[src/rtl/alu_share_arbiter_if.sv]
// Bundle between the ALU arbiter and its environment: two request ports,
// the shared ALU's operand/result lines and the tagged response channel.
interface alu_share_arbiter_if;
    logic [1:0] req_valid;
    logic [1:0] req_ready;
    logic [3:0] req_a0;
    logic [3:0] req_b0;
    logic [2:0] req_s0;
    logic [3:0] req_a1;
    logic [3:0] req_b1;
    logic [2:0] req_s1;
    logic [3:0] alu_a;
    logic [3:0] alu_b;
    logic [2:0] alu_s;
    logic [4:0] alu_out;
    logic       rsp_valid;
    logic       rsp_ready;
    logic [4:0] rsp_out;
    logic       rsp_err;
    logic       rsp_id;
    logic [7:0] op_count;

    modport master (
        output req_valid, req_a0, req_b0, req_s0, req_a1, req_b1, req_s1,
        output alu_out, rsp_ready,
        input  req_ready, alu_a, alu_b, alu_s,
        input  rsp_valid, rsp_out, rsp_err, rsp_id, op_count
    );

    modport slave (
        input  req_valid, req_a0, req_b0, req_s0, req_a1, req_b1, req_s1,
        input  alu_out, rsp_ready,
        output req_ready, alu_a, alu_b, alu_s,
        output rsp_valid, rsp_out, rsp_err, rsp_id, op_count
    );
endinterface

[src/rtl/alu_share_arbiter.sv]
// Time-shares one combinational 4-bit ALU between two requesters, with
// round-robin or fixed-priority grant, div/mod-by-zero trapping and a tagged response.
module alu_share_arbiter #(
    parameter bit PRIORITY_MODE = 1'b0
) (
    input  logic              clk,
    input  logic              reset,
    alu_share_arbiter_if.slave bus
);
    typedef enum logic [1:0] {IDLE, EXEC, RESP} state_t;

    state_t state;
    state_t state_nxt;
    logic   last_grant;
    logic   grant_any;
    logic   grant_id;

    function automatic logic is_trap(input logic [2:0] s, input logic [3:0] b);
        return ((s == 3'b011) || (s == 3'b100)) && (b == 4'd0);
    endfunction

    function automatic logic [4:0] trap_result(input logic [2:0] s, input logic [3:0] b,
                                               input logic [4:0] r);
        return is_trap(s, b) ? 5'd0 : r;
    endfunction

    // Tie goes to whoever was not served last unless fixed priority is selected.
    always_comb begin
        grant_any = (state == IDLE) && !reset && (bus.req_valid != 2'b00);
        case (bus.req_valid)
            2'b10:   grant_id = 1'b1;
            2'b11:   grant_id = PRIORITY_MODE ? 1'b0 : ~last_grant;
            default: grant_id = 1'b0;
        endcase
        bus.req_ready = 2'b00;
        if (grant_any) begin
            bus.req_ready = grant_id ? 2'b10 : 2'b01;
        end
    end

    always_comb begin
        state_nxt = state;
        case (state)
            IDLE:    if (grant_any) state_nxt = EXEC;
            EXEC:    state_nxt = RESP;
            RESP:    if (bus.rsp_ready) state_nxt = IDLE;
            default: state_nxt = IDLE;
        endcase
    end

    always_ff @(posedge clk) begin
        if (reset) begin
            state <= IDLE;
        end else begin
            state <= state_nxt;
        end
    end

    always_ff @(posedge clk) begin
        if (reset) begin
            bus.alu_a     <= 4'd0;
            bus.alu_b     <= 4'd0;
            bus.alu_s     <= 3'd0;
            bus.rsp_valid <= 1'b0;
            bus.rsp_out   <= 5'd0;
            bus.rsp_err   <= 1'b0;
            bus.rsp_id    <= 1'b0;
            bus.op_count  <= 8'd0;
            last_grant    <= 1'b1;
        end else begin
            if (grant_any) begin
                bus.alu_a  <= grant_id ? bus.req_a1 : bus.req_a0;
                bus.alu_b  <= grant_id ? bus.req_b1 : bus.req_b0;
                bus.alu_s  <= grant_id ? bus.req_s1 : bus.req_s0;
                bus.rsp_id <= grant_id;
                last_grant <= grant_id;
            end
            // ALU operands have been stable for a full cycle by the end of EXEC.
            if (state == EXEC) begin
                bus.rsp_out   <= trap_result(bus.alu_s, bus.alu_b, bus.alu_out);
                bus.rsp_err   <= is_trap(bus.alu_s, bus.alu_b);
                bus.rsp_valid <= 1'b1;
            end
            if ((state == RESP) && bus.rsp_ready) begin
                bus.rsp_valid <= 1'b0;
                bus.op_count  <= bus.op_count + 8'd1;
            end
        end
    end
endmodule

[src/flat_wrapper.sv]
// flat-port wrapper written by rule: the top's interface ports become plain ports
module alu_share_arbiter_flat 
#(
    parameter bit PRIORITY_MODE = 1'b0
)
  (clk, reset, bus_req_valid, bus_req_a0, bus_req_b0, bus_req_s0, bus_req_a1, bus_req_b1, bus_req_s1, bus_alu_out, bus_rsp_ready, bus_req_ready, bus_alu_a, bus_alu_b, bus_alu_s, bus_rsp_valid, bus_rsp_out, bus_rsp_err, bus_rsp_id, bus_op_count);
  alu_share_arbiter_if bus_i ();
  input  logic clk;
  input  logic reset;
  input wire logic [$bits(bus_i.req_valid)-1:0] bus_req_valid;
  input wire logic [$bits(bus_i.req_a0)-1:0] bus_req_a0;
  input wire logic [$bits(bus_i.req_b0)-1:0] bus_req_b0;
  input wire logic [$bits(bus_i.req_s0)-1:0] bus_req_s0;
  input wire logic [$bits(bus_i.req_a1)-1:0] bus_req_a1;
  input wire logic [$bits(bus_i.req_b1)-1:0] bus_req_b1;
  input wire logic [$bits(bus_i.req_s1)-1:0] bus_req_s1;
  input wire logic [$bits(bus_i.alu_out)-1:0] bus_alu_out;
  input wire logic [$bits(bus_i.rsp_ready)-1:0] bus_rsp_ready;
  output wire logic [$bits(bus_i.req_ready)-1:0] bus_req_ready;
  output wire logic [$bits(bus_i.alu_a)-1:0] bus_alu_a;
  output wire logic [$bits(bus_i.alu_b)-1:0] bus_alu_b;
  output wire logic [$bits(bus_i.alu_s)-1:0] bus_alu_s;
  output wire logic [$bits(bus_i.rsp_valid)-1:0] bus_rsp_valid;
  output wire logic [$bits(bus_i.rsp_out)-1:0] bus_rsp_out;
  output wire logic [$bits(bus_i.rsp_err)-1:0] bus_rsp_err;
  output wire logic [$bits(bus_i.rsp_id)-1:0] bus_rsp_id;
  output wire logic [$bits(bus_i.op_count)-1:0] bus_op_count;
  assign bus_i.req_valid = bus_req_valid;
  assign bus_i.req_a0 = bus_req_a0;
  assign bus_i.req_b0 = bus_req_b0;
  assign bus_i.req_s0 = bus_req_s0;
  assign bus_i.req_a1 = bus_req_a1;
  assign bus_i.req_b1 = bus_req_b1;
  assign bus_i.req_s1 = bus_req_s1;
  assign bus_i.alu_out = bus_alu_out;
  assign bus_i.rsp_ready = bus_rsp_ready;
  assign bus_req_ready = bus_i.req_ready;
  assign bus_alu_a = bus_i.alu_a;
  assign bus_alu_b = bus_i.alu_b;
  assign bus_alu_s = bus_i.alu_s;
  assign bus_rsp_valid = bus_i.rsp_valid;
  assign bus_rsp_out = bus_i.rsp_out;
  assign bus_rsp_err = bus_i.rsp_err;
  assign bus_rsp_id = bus_i.rsp_id;
  assign bus_op_count = bus_i.op_count;
  alu_share_arbiter #(.PRIORITY_MODE(PRIORITY_MODE)) u_core (.clk(clk), .reset(reset), .bus(bus_i));
endmodule
[config.mk]
export PLATFORM = sky130hd
export DESIGN_NAME = alu_share_arbiter_flat
export DESIGN_NICKNAME = d
export VERILOG_FILES = /design/src/rtl/alu_share_arbiter_if.sv /design/src/rtl/alu_share_arbiter.sv /design/src/flat_wrapper.sv
export SDC_FILE = /design/constraint.sdc
export NUM_CORES = 1
export LEC_CHECK = 0
export BUFFER_PORTS_ARGS = -buffer_cell sky130_fd_sc_hd__buf_4
export CORE_MARGIN = 2
export CORE_UTILIZATION = 42
export DETAILED_ROUTE_END_ITERATION = 6
export GPL_TIMING_DRIVEN = 0
export PLACE_DENSITY = 0.75
export SKIP_CTS_REPAIR_TIMING = 1
export SYNTH_ARGS = -nofsm -noshare
export SYNTH_HDL_FRONTEND = slang
export SYNTH_SLANG_ARGS = --single-unit
[constraint.sdc]
create_clock -name clk -period 1.62 [get_ports clk]
set_input_delay 0.324 -clock clk [delete_from_list [all_inputs] [get_ports clk]]
set_output_delay 0.324 -clock clk [all_outputs]
set_load 0.005 [all_outputs]
# Yosys cells after proc, flatten, opt, wreduce, memory -nomap -nowiden
# Index checks and enable logic that the tools add are counted.
# op_classes
add_sub_neg	1
n_bitwise	1
eq_ne	8
mux	10
reduce_logical	11
# ops
cell	count
$add A8 B1 Y8 const B	1
$mux W2	4
$mux W4	2
$eq A2 B2 Y1 const B	3
$pmux W2 S3	1
$mux W5	1
$logic_and A1 B1 Y1	4
$logic_not A4 Y1	1
$eq A3 B2 Y1 const B	1
$eq A3 B3 Y1 const B	1
$mux W3	1
$eq A2 B1 Y1 const B	1
$logic_not A2 Y1	1
$ne A2 B1 Y1 const B	1
$ne A2 B2 Y1 const B	1
$pmux W1 S2	1
$reduce_and A2 Y1	1
$reduce_bool A2 Y1	1
$reduce_or A2 Y1	1
$logic_not A1 Y1	1
$logic_or A1 B1 Y1	1
$not A1 Y1	1
# totals
regBits	30
inputBits	32
elab_cells	41
out_inout_bits	29

# Depth between registers and ports, before layout
# Gate-level depths: netlist (run 1).
# logic_depth
depth_word	5
ltp_mapped	5
depth_no_buf	4

# Worst setup path after synthesis (run 1)
# OpenSTA, ideal clock, no wires.
# synth_path
path_kind	reg2out
from	register u_core.state[1]
to	output port bus_req_ready[0]
required_time_ns	1.296
path_stages_with_launch	6
arrival_ns	1.311
path_buffers	2
setup_slack_ns	-0.015
path_cell_list	dfxtp_1 or3_4 or2_1 buf_2 buf_6 nor2_1
# synth_via
elab_chain_len	4
# synth_lines
element	line_no	source
from (decl)	alu_share_arbiter.sv:12	state_t state;
from (signal assigned)	alu_share_arbiter.sv:55	state <= state_nxt;
$logic_not A2 Y1	alu_share_arbiter.sv:29	grant_any = (state == IDLE) && !reset && (bus.req_valid != 2'b00);
$logic_and A1 B1 Y1 (2 in a row)	alu_share_arbiter.sv:29	
$mux W2	alu_share_arbiter.sv:36	if (grant_any) begin
to (decl)	flat_wrapper.sv:19	output wire logic [$bits(bus_i.req_ready)-1:0] bus_req_ready;
# No other way between the ends.

# Final worst setup path (run 1)
# layout_path
from	register u_core.state[0]
to	output port bus_req_ready[0]
# The elaborated chain is that of the path after synthesis.

==> run_summary.xml, run 1 <==
<?xml version="1.0" encoding="UTF-8"?>
<metrics>
  <group name="grt">
    <metric name="grt_pass1_wl" unit="mm">5.88</metric>
    <metric name="globalRouteOverflowTotal" unit="">0</metric>
    <metric name="gr-max-usage-layer" unit="">met2</metric>
    <metric name="grt_util_met1" unit="">0.251</metric>
    <metric name="grt_antenna_before_repair" unit="">0</metric>
    <metric name="global_route.usage.total" unit="">0.209</metric>
    <metric name="largest_net_degree_at_the_start_of_global_routing" unit="">11</metric>
    <metric name="grt_util_met3" unit="">0.0672</metric>
    <metric name="global_route.usage.met2" unit="">0.360</metric>
    <metric name="via_count_of_the_first_global_routing_pass" unit="">1329</metric>
  </group>
  <group name="route">
    <metric name="drt-wirelength-per-cell" unit="um">13.3</metric>
    <metric name="vias" unit="">1426</metric>
    <metric name="number_of_remaining_drc_errors" unit="">0</metric>
    <metric name="totalWireLength" unit="mm">3.52</metric>
    <metric name="first_iter_violations" unit="">61</metric>
    <metric name="number_of_iterations_in_the_first_detailed_routing_pass" unit="">4</metric>
    <metric name="post_drt_via_cell_ratio" unit="">5.40</metric>
    <metric name="detail-route-antenna-nets" unit="">0</metric>
  </group>
  <group name="floorplanning">
    <metric name="die_height" unit="um">61.3</metric>
    <metric name="coreArea" unit="mm2">0.00308</metric>
    <metric name="die_x" unit="um">61.3</metric>
    <metric name="start_util" unit="">0.448</metric>
    <metric name="die_area" unit="mm2">0.00376</metric>
    <metric name="io_pins" unit="">61</metric>
    <metric name="placement_rows" unit="">20</metric>
  </group>
  <group name="placement">
    <metric name="dp_hpwl" unit="mm">2.67</metric>
    <metric name="globalplace.congestion" unit="">0.779</metric>
    <metric name="io_buffers" unit="">60</metric>
    <metric name="placedInstanceArea" unit="mm2">0.00190</metric>
  </group>
  <group name="synthesis">
    <metric name="async_s_r_ff_share_synth" unit="">0</metric>
    <metric name="synth_warnings" unit="">0</metric>
    <metric name="ys_seq_area_frac" unit="">0.435</metric>
    <metric name="synth-main-ff-cell" unit="">sky130_fd_sc_hd__dfxtp_1</metric>
    <metric name="netlist_top_cells_count" unit="">sky130_fd_sc_hd__dfxtp_1 (30), sky130_fd_sc_hd__nand2b_1 (13), sky130_fd_sc_hd__nor2b_1 (12)</metric>
    <metric name="edff_count_synth" unit="">0</metric>
    <metric name="yosys_register_bits" unit="">30</metric>
    <metric name="synth.top_cells.by_area" unit="">sky130_fd_sc_hd__dfxtp_1 (44%), sky130_fd_sc_hd__a221o_1 (8.0%), sky130_fd_sc_hd__nand2b_1 (5.9%), sky130_fd_sc_hd__nor2b_1 (5.4%), sky130_fd_sc_hd__nor4_1 (5.0%)</metric>
    <metric name="instance_count_of_the_mapped_netlist" unit="">150</metric>
    <metric name="synth_most_common_cell" unit="">sky130_fd_sc_hd__dfxtp_1</metric>
    <metric name="synthDominantCellAreaShare" unit="">0.435</metric>
    <metric name="postSynthAreaPerCell" unit="um2">9.20</metric>
    <metric name="synth_fp_nets" unit="">183</metric>
    <metric name="synth_cell_type_count" unit="">33</metric>
    <metric name="yosys.area.top_type" unit="">sky130_fd_sc_hd__dfxtp_1</metric>
    <metric name="syn-cell-area" unit="mm2">0.00138</metric>
  </group>
  <group name="worst_setup_path">
    <metric name="r2r_setup_slack" unit="ns">-0.06</metric>
    <metric name="critical_path_required" unit="ns">1.30</metric>
    <metric name="crit_path_start" unit="">u_core.state[0]</metric>
    <metric name="critPathCapture" unit="">bus_req_ready[0]</metric>
    <metric name="timing.rr.end" unit="">u_core.bus.alu_b[1]</metric>
    <metric name="regToRegStartpoint" unit="">u_core.state[0]</metric>
    <metric name="worst-r2r-cell-count" unit="">5</metric>
    <metric name="critical_path_class" unit="">reg2out</metric>
    <metric name="timing.critical_path.arrival" unit="ns">1.61</metric>
    <metric name="crit_path_end_kind" unit="">output port</metric>
    <metric name="crit_fanout" unit="">5</metric>
    <metric name="worst_setup_path_start_kind" unit="">flip-flop</metric>
  </group>
  <group name="power">
    <metric name="power.density" unit="mW/mm2">814</metric>
    <metric name="worst_ir_drop_vdd" unit="uV">459</metric>
    <metric name="p_leak" unit="nW">0.877</metric>
  </group>
  <group name="sta">
    <metric name="final.min_clock_period" unit="ns">1.94</metric>
    <metric name="finalSetupViolCount" unit="">7</metric>
    <metric name="period_share" unit="">1.19</metric>
    <metric name="setup_ws" unit="ns">-0.316</metric>
    <metric name="achievable_clock_frequency" unit="MHz">517</metric>
    <metric name="grt_setup_unrepaired" unit="">yes</metric>
    <metric name="slew_headroom" unit="">0.702</metric>
    <metric name="final.hold.worst_slack" unit="ns">0.211</metric>
    <metric name="report.final.slew_viol_count" unit="">0</metric>
    <metric name="timing.final.hold_violations" unit="">0</metric>
    <metric name="tightest_slew" unit="ns">0.448</metric>
    <metric name="timing.clock.skew" unit="ns">0.0101</metric>
  </group>
  <group name="clock_tree">
    <metric name="tritoncts_num_sinks" unit="">30</metric>
    <metric name="tritoncts_clock_tree" unit="">done</metric>
    <metric name="clock_buffer_count_from_cts" unit="">5</metric>
    <metric name="cts.clk_slew.worst_paths" unit="ns">0.09</metric>
    <metric name="clock-root-buffer" unit="">sky130_fd_sc_hd__clkbuf_4</metric>
    <metric name="clk_latency" unit="ns">0.33</metric>
    <metric name="cts_max_level" unit="">2</metric>
    <metric name="clockBufferDepth" unit="">2</metric>
  </group>
  <group name="final_layout">
    <metric name="final_cell_area" unit="mm2">0.00201</metric>
    <metric name="syn_to_final_growth" unit="%">45.7</metric>
    <metric name="post_route_cells_drive_above_1_share" unit="">0.386</metric>
    <metric name="finalNetCount" unit="">252</metric>
    <metric name="antenna_fix_cells" unit="">0</metric>
  </group>
  <group name="hold_path">
    <metric name="hold_path_startpoint" unit="">bus_req_a1[3]</metric>
    <metric name="hold_class" unit="">in2reg</metric>
  </group>
  <group name="run_status">
    <metric name="violations_in_the_final_reports" unit="">setup timing</metric>
    <metric name="run_status" unit="">finished, violations left</metric>
  </group>
  <group name="run">
    <metric name="maxCapViolations" unit="">0</metric>
  </group>
</metrics>
## sequential cells by signal (all words and copies together), names as in the netlist
signal,cells
u_core.bus.rsp_valid,1
u_core.last_grant,1
u_core.bus.alu_b,4
u_core.bus.rsp_id,1
u_core.state,2
u_core.bus.alu_s,3
u_core.bus.rsp_err,1
u_core.bus.alu_a,4
u_core.bus.rsp_out,5
u_core.bus.op_count,8
## critical path, cell delays in order (launching register included)
cell and delay (ns):
sky130_fd_sc_hd__dfxtp_2 0.34, sky130_fd_sc_hd__or3_4 0.40, sky130_fd_sc_hd__or2_4 0.26, sky130_fd_sc_hd__buf_8 0.13
sky130_fd_sc_hd__nor2_4 0.07, sky130_fd_sc_hd__buf_6 0.09
## through the flow
| step | utilization | std cells | power [mW] | setup TNS (ns) | worst slack, ns |
|---|---|---|---|---|---|
| floorplan | - | 150 | 0.998 | 0 | 0.000110 |
| global placement | 0.616 | 254 | 1.16 | -1.73 | -0.307 |
| detailed placement | 0.616 | 254 | 1.17 | -1.99 | -0.328 |
| CTS | 0.635 | 262 | 1.63 | -1.59 | -0.538 |
| global route | 0.653 | 264 | 1.72 | -1.07 | -0.357 |
| finish | 0.653 | 264 | 1.64 | -0.826 | -0.316 |
## layer usage
layer | routed length, um | share of wire | vias up
li1 | - | - | 702
met1 | 1560 | 0.44 | 666
met2 | 1670 | 0.47 | 53
met3 | 247 | 0.070 | 5
met4 | 42 | 0.012 | 0
met5 | 0 | 0 | -
## cell type report
cell class                      instances  area [um2]
Clock inverter                          1        5.00
Inverter                                7        26.3
Fill cell                             270        1070
Timing Repair Buffer                   63         480
Sequential cell                        30         603
Tap cell                               44        55.1
Clock buffer                            7        55.1
Multi-Input combinational cell        102         728
Buffer                                 10        57.6
## cell families after synthesis
group | after synthesis | synth area share
flip-flops | 30 | 0.435
AO/OA/AOI/OAI | 33 | 0.189
multiplexers | 1 | 0.00725
XOR/XNOR | 2 | 0.0127
adder cells (fa/ha/maj) | 1 | 0.00906
buffers and inverters | 18 | 0.0562
AND/OR/NAND/NOR | 65 | 0.290
## worst min-delay path by stage
stage,end,slack [ns],depth (start not counted)
3_5_place_dp,u_core.last_grant,0.45,1
3_3_place_gp,u_core.last_grant,0.45,1
6_report,u_core.bus.alu_a[3],0.21,2
4_1_cts,u_core.bus.alu_b[1],0.20,2
2_1_floorplan,u_core.last_grant,0.43,1
5_1_grt,u_core.bus.alu_b[1],0.20,2
## power by group
| group | total (mW) | leakage, nW | internal (mW) | switching (mW) |
|---|---|---|---|---|
| Combinational | 0.353 | 0.596 | 0.204 | 0.149 |
| Sequential | 0.826 | 0.246 | 0.790 | 0.0360 |
| Clock | 0.458 | 0.0353 | 0.210 | 0.248 |
| Total | 1.64 | 0.877 | 1.20 | 0.433 |
## layout by cell type (no fill, tap or decap), drive strengths merged, types with 3 or more instances in the layout
cell	count
nand2b	13
inv	7
o41ai	5
nor2	5
buf	67
or3	4
or4	3
a21oi	7
nand3	6
dfxtp	30
clkbuf	13
o21ai	3
nor2b	12
nor4	11
a221o	11
No activity file was read; power rests on OpenSTA's default activity.
==> run 2: changes to the inputs <==
==> constraint.sdc (replaced) <==
create_clock -name clk -period 1.62 [get_ports clk]
set_input_delay 0.324 -clock clk [delete_from_list [all_inputs] [get_ports clk]]
set_output_delay 0.324 -clock clk [all_outputs]
set_load 0.02 [all_outputs]
==> run 2 against run 1 <==
The run still ends with setup timing left. Maximum frequency down 6.3%. Critical path depth up 1. Count of clock-buffer cells in the layout unchanged. Hold slack better by 0.012 ns. Final cell count up 0.76%. Flip-flop and latch count unchanged. Via count down 0.49%. Clock power down 15%. Register-to-register slack worse by 0.09 ns. Non-clock buffer count up 3. Critical path type unchanged. Largest power group unchanged.
==> run_summary.xml, run 2 (synthesis gave the netlist of run 1 again) <==
<?xml version="1.0" encoding="UTF-8"?>
<metrics>
  <group name="floorplanning">
    <metric name="io_pins" unit="">61</metric>
    <metric name="die_area" unit="mm2">0.00376</metric>
    <metric name="start_util" unit="">0.448</metric>
    <metric name="placement_rows" unit="">20</metric>
    <metric name="die_height" unit="um">61.3</metric>
    <metric name="coreArea" unit="mm2">0.00308</metric>
    <metric name="die_x" unit="um">61.3</metric>
  </group>
  <group name="worst_setup_path">
    <metric name="timing.rr.end" unit="">u_core.bus.alu_b[1]</metric>
    <metric name="worst-r2r-cell-count" unit="">6</metric>
    <metric name="crit_fanout" unit="">4</metric>
    <metric name="path_cells" unit="">or3_4 -&gt; or2_1 -&gt; buf_6 -&gt; buf_8 -&gt; nor2_4 -&gt; buf_6</metric>
    <metric name="path_delay_family" unit="">simple AND/OR/NAND/NOR gates</metric>
    <metric name="critPathMaxStageDelay" unit="ns">0.40</metric>
    <metric name="timing.critical_path.arrival" unit="ns">1.74</metric>
    <metric name="crit_path_end_kind" unit="">output port</metric>
    <metric name="worstPathBufferInverterCount" unit="">3</metric>
    <metric name="critical_path_required" unit="ns">1.30</metric>
    <metric name="critical_path_class" unit="">reg2out</metric>
    <metric name="r2r_setup_slack" unit="ns">-0.15</metric>
    <metric name="cp_slowest_cell" unit="">sky130_fd_sc_hd__or3_4</metric>
    <metric name="regToRegStartpoint" unit="">u_core.state[0]</metric>
    <metric name="path_common_cell" unit="">sky130_fd_sc_hd__buf_6</metric>
    <metric name="worst_setup_path_start_kind" unit="">flip-flop</metric>
  </group>
  <group name="final_layout">
    <metric name="most_common_cell_after_layout_fill_and_taps_aside" unit="">sky130_fd_sc_hd__buf_4</metric>
    <metric name="layout_common_cells" unit="">sky130_fd_sc_hd__buf_4 (64), sky130_fd_sc_hd__dfxtp_1 (28), sky130_fd_sc_hd__nand2b_1 (13)</metric>
    <metric name="post_route_cells_drive_above_1_share" unit="">0.378</metric>
    <metric name="finalNetCount" unit="">255</metric>
    <metric name="largest_reg_flops" unit="">8</metric>
    <metric name="fillerInstances" unit="">261</metric>
    <metric name="reg.largest.list" unit="">u_core.bus.op_count: 8 flops, u_core.bus.rsp_out: 5 flops</metric>
    <metric name="final-instance-count-excl-fill" unit="">266</metric>
    <metric name="syn_to_final_growth" unit="%">45.3</metric>
    <metric name="largest-register" unit="">u_core.bus.op_count</metric>
    <metric name="antenna_fix_cells" unit="">0</metric>
  </group>
  <group name="grt">
    <metric name="globalRouteOverflowTotal" unit="">0</metric>
    <metric name="largest_net_degree_at_the_start_of_global_routing" unit="">11</metric>
    <metric name="grt_pass1_wl" unit="mm">5.74</metric>
    <metric name="global_route.usage.total" unit="">0.208</metric>
    <metric name="grt_antenna_before_repair" unit="">0</metric>
    <metric name="via_count_of_the_first_global_routing_pass" unit="">1359</metric>
  </group>
  <group name="clock_tree">
    <metric name="cts.clk_slew.worst_paths" unit="ns">0.08</metric>
    <metric name="tritoncts_clock_tree" unit="">done</metric>
    <metric name="clock-root-buffer" unit="">sky130_fd_sc_hd__clkbuf_4</metric>
    <metric name="clk_latency" unit="ns">0.32</metric>
    <metric name="clockBufferDepth" unit="">2</metric>
    <metric name="clock_buffer_count_from_cts" unit="">5</metric>
    <metric name="cts_max_level" unit="">2</metric>
    <metric name="tritoncts_num_sinks" unit="">30</metric>
  </group>
  <group name="route">
    <metric name="number_of_remaining_drc_errors" unit="">0</metric>
    <metric name="first_iter_violations" unit="">79</metric>
    <metric name="drt-wirelength-per-cell" unit="um">13.6</metric>
    <metric name="detail-route-antenna-nets" unit="">0</metric>
    <metric name="vias" unit="">1419</metric>
    <metric name="number_of_iterations_in_the_first_detailed_routing_pass" unit="">4</metric>
    <metric name="post_drt_via_cell_ratio" unit="">5.33</metric>
    <metric name="totalWireLength" unit="mm">3.62</metric>
  </group>
  <group name="hold_path">
    <metric name="hold_path_cells" unit="">2</metric>
    <metric name="min_delay_worst_endpoint" unit="">u_core.bus.alu_s[1]</metric>
    <metric name="hold_class" unit="">in2reg</metric>
    <metric name="hold_path_startpoint" unit="">bus_req_s1[1]</metric>
  </group>
  <group name="power">
    <metric name="power.density" unit="mW/mm2">815</metric>
    <metric name="worst_ir_drop_vdd" unit="uV">429</metric>
    <metric name="p_leak" unit="nW">0.873</metric>
  </group>
  <group name="sta">
    <metric name="finalSetupViolCount" unit="">14</metric>
    <metric name="slew_headroom" unit="">0.665</metric>
    <metric name="timing.clock.skew" unit="ns">0.00362</metric>
    <metric name="tightest_slew" unit="ns">0.502</metric>
    <metric name="grt_setup_unrepaired" unit="">yes</metric>
    <metric name="setup_total_negative_slack" unit="ns">-1.96</metric>
    <metric name="setup_ws" unit="ns">-0.446</metric>
    <metric name="report.final.slew_viol_count" unit="">0</metric>
    <metric name="period_share" unit="">1.28</metric>
    <metric name="final.min_clock_period" unit="ns">2.07</metric>
    <metric name="timing.final.hold_violations" unit="">0</metric>
    <metric name="achievable_clock_frequency" unit="MHz">484</metric>
  </group>
  <group name="run">
    <metric name="maxCapViolations" unit="">0</metric>
  </group>
  <group name="placement">
    <metric name="io_buffers" unit="">60</metric>
    <metric name="dp_hpwl" unit="mm">2.68</metric>
    <metric name="globalplace.congestion" unit="">0.775</metric>
    <metric name="place_inst" unit="">254</metric>
  </group>
  <group name="run_status">
    <metric name="violations_in_the_final_reports" unit="">setup timing</metric>
    <metric name="run_status" unit="">finished, violations left</metric>
  </group>
</metrics>
-- run 2: cell count changes in the layout (fill, tap and decap cells not counted) --
cell	previous run	this run
sky130_fd_sc_hd__buf_4	61	64
sky130_fd_sc_hd__buf_6	3	2
sky130_fd_sc_hd__clkbuf_1	6	8
sky130_fd_sc_hd__clkbuf_2	1	0
sky130_fd_sc_hd__clkbuf_4	5	6
sky130_fd_sc_hd__clkbuf_8	1	0
sky130_fd_sc_hd__clkinv_2	1	0
sky130_fd_sc_hd__nor2b_2	0	1
sky130_fd_sc_hd__nor2b_4	1	0
sky130_fd_sc_hd__or2_1	0	1
sky130_fd_sc_hd__or2_4	1	0
-- run 2: area by class of cell --
type / count / area (um2) / area share
plain buffers: 11 / 63.8 / 0.0318
repair buffers: 65 / 492 / 0.245
well taps: 44 / 55.1 / 0.0274
clock buffers: 7 / 45.0 / 0.0225
multi-input cells: 102 / 721 / 0.359
flip-flops and latches: 30 / 603 / 0.301
inverters: 7 / 26.3 / 0.0131
-- run 2: metal layers --
| metal | global-route usage | vias to the layer above | wire length [um] |
|---|---|---|---|
| met5 | 0 | - | 0 |
| li1 | - | 707 | - |
| met1 | 0.230 | 649 | 1500 |
| met3 | 0.0840 | 9 | 282 |
| met2 | 0.351 | 54 | 1760 |
| met4 | 0.0901 | 0 | 79 |
-- run 2: worst max-delay path by stage --
| stage | depth (start not counted) | start | end | slack (ns) |
|---|---|---|---|---|
| after detailed placement | 5 | bus_req_valid[0] | bus_req_ready[1] | -0.34 |
| after global routing | 6 | u_core.state[0] | bus_req_ready[0] | -0.51 |
| after floorplan | 5 | reset | bus_req_ready[0] | -0.01 |
| after CTS | 4 | u_core.last_grant | bus_req_ready[1] | -0.56 |
| final | 6 | u_core.state[0] | bus_req_ready[0] | -0.45 |
| after global placement | 5 | bus_req_valid[0] | bus_req_ready[1] | -0.34 |
-- run 2: metrics by stage --
stage | hold slack, ns | utilization | setup WS [ns] | power, mW | area (um2)
after floorplan | 0.431 | - | -0.0115 | 1.05 | 1390
after global placement | 0.449 | 0.617 | -0.340 | 1.22 | 1900
after detailed placement | 0.464 | 0.617 | -0.338 | 1.23 | 1900
after CTS | 0.204 | 0.632 | -0.558 | 1.63 | 1940
after global routing | 0.195 | 0.652 | -0.511 | 1.73 | 2010
final | 0.223 | 0.652 | -0.446 | 1.63 | 2010
-- run 2: where the power goes --
part / switching [mW] / leakage [nW] / total (mW) / internal [mW]
combinational: 0.207 / 0.602 / 0.420 / 0.213
sequential: 0.0338 / 0.246 / 0.823 / 0.790
clock: 0.228 / 0.0254 / 0.391 / 0.163
==> run 3: changes to the inputs <==
- REMOVE_ABC_BUFFERS: default -> 1
==> run 3 against run 2 <==
The run still ends with setup timing left. Die area stayed put. Count of clock-buffer cells in the layout unchanged. Worst setup slack improved by 0.15 ns. Via count fell by 0.35%. Clock power up 21%. Total power is 4.9% higher. Critical path depth fell by 2. Largest power group unchanged.
==> run_summary.xml, run 3 (synthesis gave the netlist of run 1 again) <==
<?xml version="1.0" encoding="UTF-8"?>
<metrics>
  <group name="run_status">
    <metric name="run_status" unit="">finished, violations left</metric>
    <metric name="violations_in_the_final_reports" unit="">setup timing</metric>
  </group>
  <group name="placement">
    <metric name="preCtsSetupSlack" unit="ns">-1.27</metric>
    <metric name="dp_hpwl" unit="mm">2.35</metric>
    <metric name="io_buffers" unit="">60</metric>
    <metric name="placedInstanceArea" unit="mm2">0.00183</metric>
    <metric name="globalplace.congestion" unit="">0.782</metric>
    <metric name="place_inst" unit="">243</metric>
  </group>
  <group name="final_layout">
    <metric name="finalNetCount" unit="">249</metric>
    <metric name="layout_common_cells" unit="">sky130_fd_sc_hd__buf_4 (68), sky130_fd_sc_hd__dfxtp_1 (28), sky130_fd_sc_hd__nand2b_1 (13)</metric>
    <metric name="antenna_fix_cells" unit="">0</metric>
    <metric name="reg.largest.list" unit="">u_core.bus.op_count: 8 flops, u_core.bus.rsp_out: 5 flops</metric>
    <metric name="final_cell_area" unit="mm2">0.00201</metric>
    <metric name="largest-register" unit="">u_core.bus.op_count</metric>
    <metric name="largest_reg_flops" unit="">8</metric>
    <metric name="syn_to_final_growth" unit="%">45.9</metric>
    <metric name="most_common_cell_after_layout_fill_and_taps_aside" unit="">sky130_fd_sc_hd__buf_4</metric>
    <metric name="final-instance-count-excl-fill" unit="">261</metric>
    <metric name="post_route_cells_drive_above_1_share" unit="">0.410</metric>
  </group>
  <group name="route">
    <metric name="detail-route-antenna-nets" unit="">0</metric>
    <metric name="number_of_iterations_in_the_first_detailed_routing_pass" unit="">4</metric>
    <metric name="number_of_remaining_drc_errors" unit="">0</metric>
    <metric name="post_drt_via_cell_ratio" unit="">5.42</metric>
    <metric name="first_iter_violations" unit="">106</metric>
    <metric name="drt-wirelength-per-cell" unit="um">13.5</metric>
    <metric name="totalWireLength" unit="mm">3.52</metric>
    <metric name="vias" unit="">1414</metric>
  </group>
  <group name="sta">
    <metric name="slew_headroom" unit="">0.498</metric>
    <metric name="grt_setup_unrepaired" unit="">yes</metric>
    <metric name="report.final.slew_viol_count" unit="">0</metric>
    <metric name="period_share" unit="">1.18</metric>
    <metric name="setup_total_negative_slack" unit="ns">-0.852</metric>
    <metric name="finalSetupViolCount" unit="">11</metric>
    <metric name="tightest_slew" unit="ns">0.750</metric>
    <metric name="setup_ws" unit="ns">-0.298</metric>
    <metric name="final.min_clock_period" unit="ns">1.92</metric>
    <metric name="achievable_clock_frequency" unit="MHz">521</metric>
    <metric name="timing.clock.skew" unit="ns">0.00930</metric>
    <metric name="timing.final.hold_violations" unit="">0</metric>
  </group>
  <group name="floorplanning">
    <metric name="coreArea" unit="mm2">0.00308</metric>
    <metric name="die_area" unit="mm2">0.00376</metric>
    <metric name="placement_rows" unit="">20</metric>
    <metric name="die_height" unit="um">61.3</metric>
    <metric name="io_pins" unit="">61</metric>
    <metric name="start_util" unit="">0.448</metric>
    <metric name="die_x" unit="um">61.3</metric>
  </group>
  <group name="power">
    <metric name="power.density" unit="mW/mm2">852</metric>
    <metric name="worst_ir_drop_vdd" unit="uV">591</metric>
    <metric name="p_leak" unit="nW">0.890</metric>
  </group>
  <group name="clock_tree">
    <metric name="cts_max_level" unit="">2</metric>
    <metric name="clk_latency" unit="ns">0.35</metric>
    <metric name="clock-root-buffer" unit="">sky130_fd_sc_hd__clkbuf_4</metric>
    <metric name="tritoncts_clock_tree" unit="">done</metric>
    <metric name="clockBufferDepth" unit="">2</metric>
    <metric name="tritoncts_num_sinks" unit="">30</metric>
    <metric name="clock_buffer_count_from_cts" unit="">5</metric>
    <metric name="cts.clk_slew.worst_paths" unit="ns">0.09</metric>
  </group>
  <group name="worst_setup_path">
    <metric name="path_cells" unit="">or3_4 -&gt; or2_4 -&gt; nor2_4 -&gt; buf_6</metric>
    <metric name="critical_path_required" unit="ns">1.30</metric>
    <metric name="timing.critical_path.arrival" unit="ns">1.59</metric>
    <metric name="crit_fanout" unit="">6</metric>
    <metric name="crit_path_end_kind" unit="">output port</metric>
    <metric name="critical_path_class" unit="">reg2out</metric>
    <metric name="path_delay_family" unit="">simple AND/OR/NAND/NOR gates</metric>
    <metric name="worst_setup_path_start_kind" unit="">flip-flop</metric>
    <metric name="worstPathBufferInverterCount" unit="">1</metric>
    <metric name="critPathMaxStageDelay" unit="ns">0.42</metric>
    <metric name="cp_slowest_cell" unit="">sky130_fd_sc_hd__or3_4</metric>
  </group>
  <group name="grt">
    <metric name="largest_net_degree_at_the_start_of_global_routing" unit="">41</metric>
    <metric name="via_count_of_the_first_global_routing_pass" unit="">1189</metric>
    <metric name="grt_antenna_before_repair" unit="">0</metric>
    <metric name="global_route.usage.total" unit="">0.189</metric>
    <metric name="globalRouteOverflowTotal" unit="">0</metric>
    <metric name="grt_pass1_wl" unit="mm">5.18</metric>
  </group>
  <group name="run">
    <metric name="maxCapViolations" unit="">0</metric>
  </group>
  <group name="hold_path">
    <metric name="hold_class" unit="">in2reg</metric>
  </group>
</metrics>
## run 3: through the flow
stage / utilization / power (mW) / hold WS, ns
global route: 0.654 / 1.79 / 0.189
finish: 0.654 / 1.72 / 0.188
global placement: 0.596 / 1.19 / 0.455
floorplan: - / 1.03 / 0.393
detailed placement: 0.596 / 1.20 / 0.454
CTS: 0.615 / 1.67 / 0.195
## run 3: final timing paths
kind,endpoint,slack [ns],cells past startpoint,from
hold / removal,u_core.bus.alu_a[1],0.19,2,bus_req_a1[1]
setup reg to reg,u_core.bus.alu_b[1],-0.04,4,u_core.state[0]
setup / recovery,bus_req_ready[0],-0.30,4,u_core.state[0]
hold reg to reg,u_core.bus.rsp_out[1],0.48,2,u_core.bus.rsp_out[1]
## run 3: layout make-up
cell class	instances	area, um2
timing repair buffer	70	533
clock buffer	7	55.1
multi-input combinational	102	736
tap	44	55.1
sequential	30	603
fill	265	1060
inverter	7	26.3
clock inverter	1	5.00
## run 3: report_power, final
group	switching (mW)	internal, mW	total [mW]
Combinational	0.202	0.214	0.415
Clock	0.264	0.210	0.474
Sequential	0.0366	0.790	0.826
Total	0.502	1.21	1.72
## run 3: per-layer routing
metal	routed length, um	vias to the layer above	track usage	share of wire
li1	-	696	-	-
met1	1440	655	0.218	0.41
met2	1710	55	0.302	0.49
met3	284	8	0.0672	0.081
met4	84	0	0.112	0.024
met5	0	-	0	0
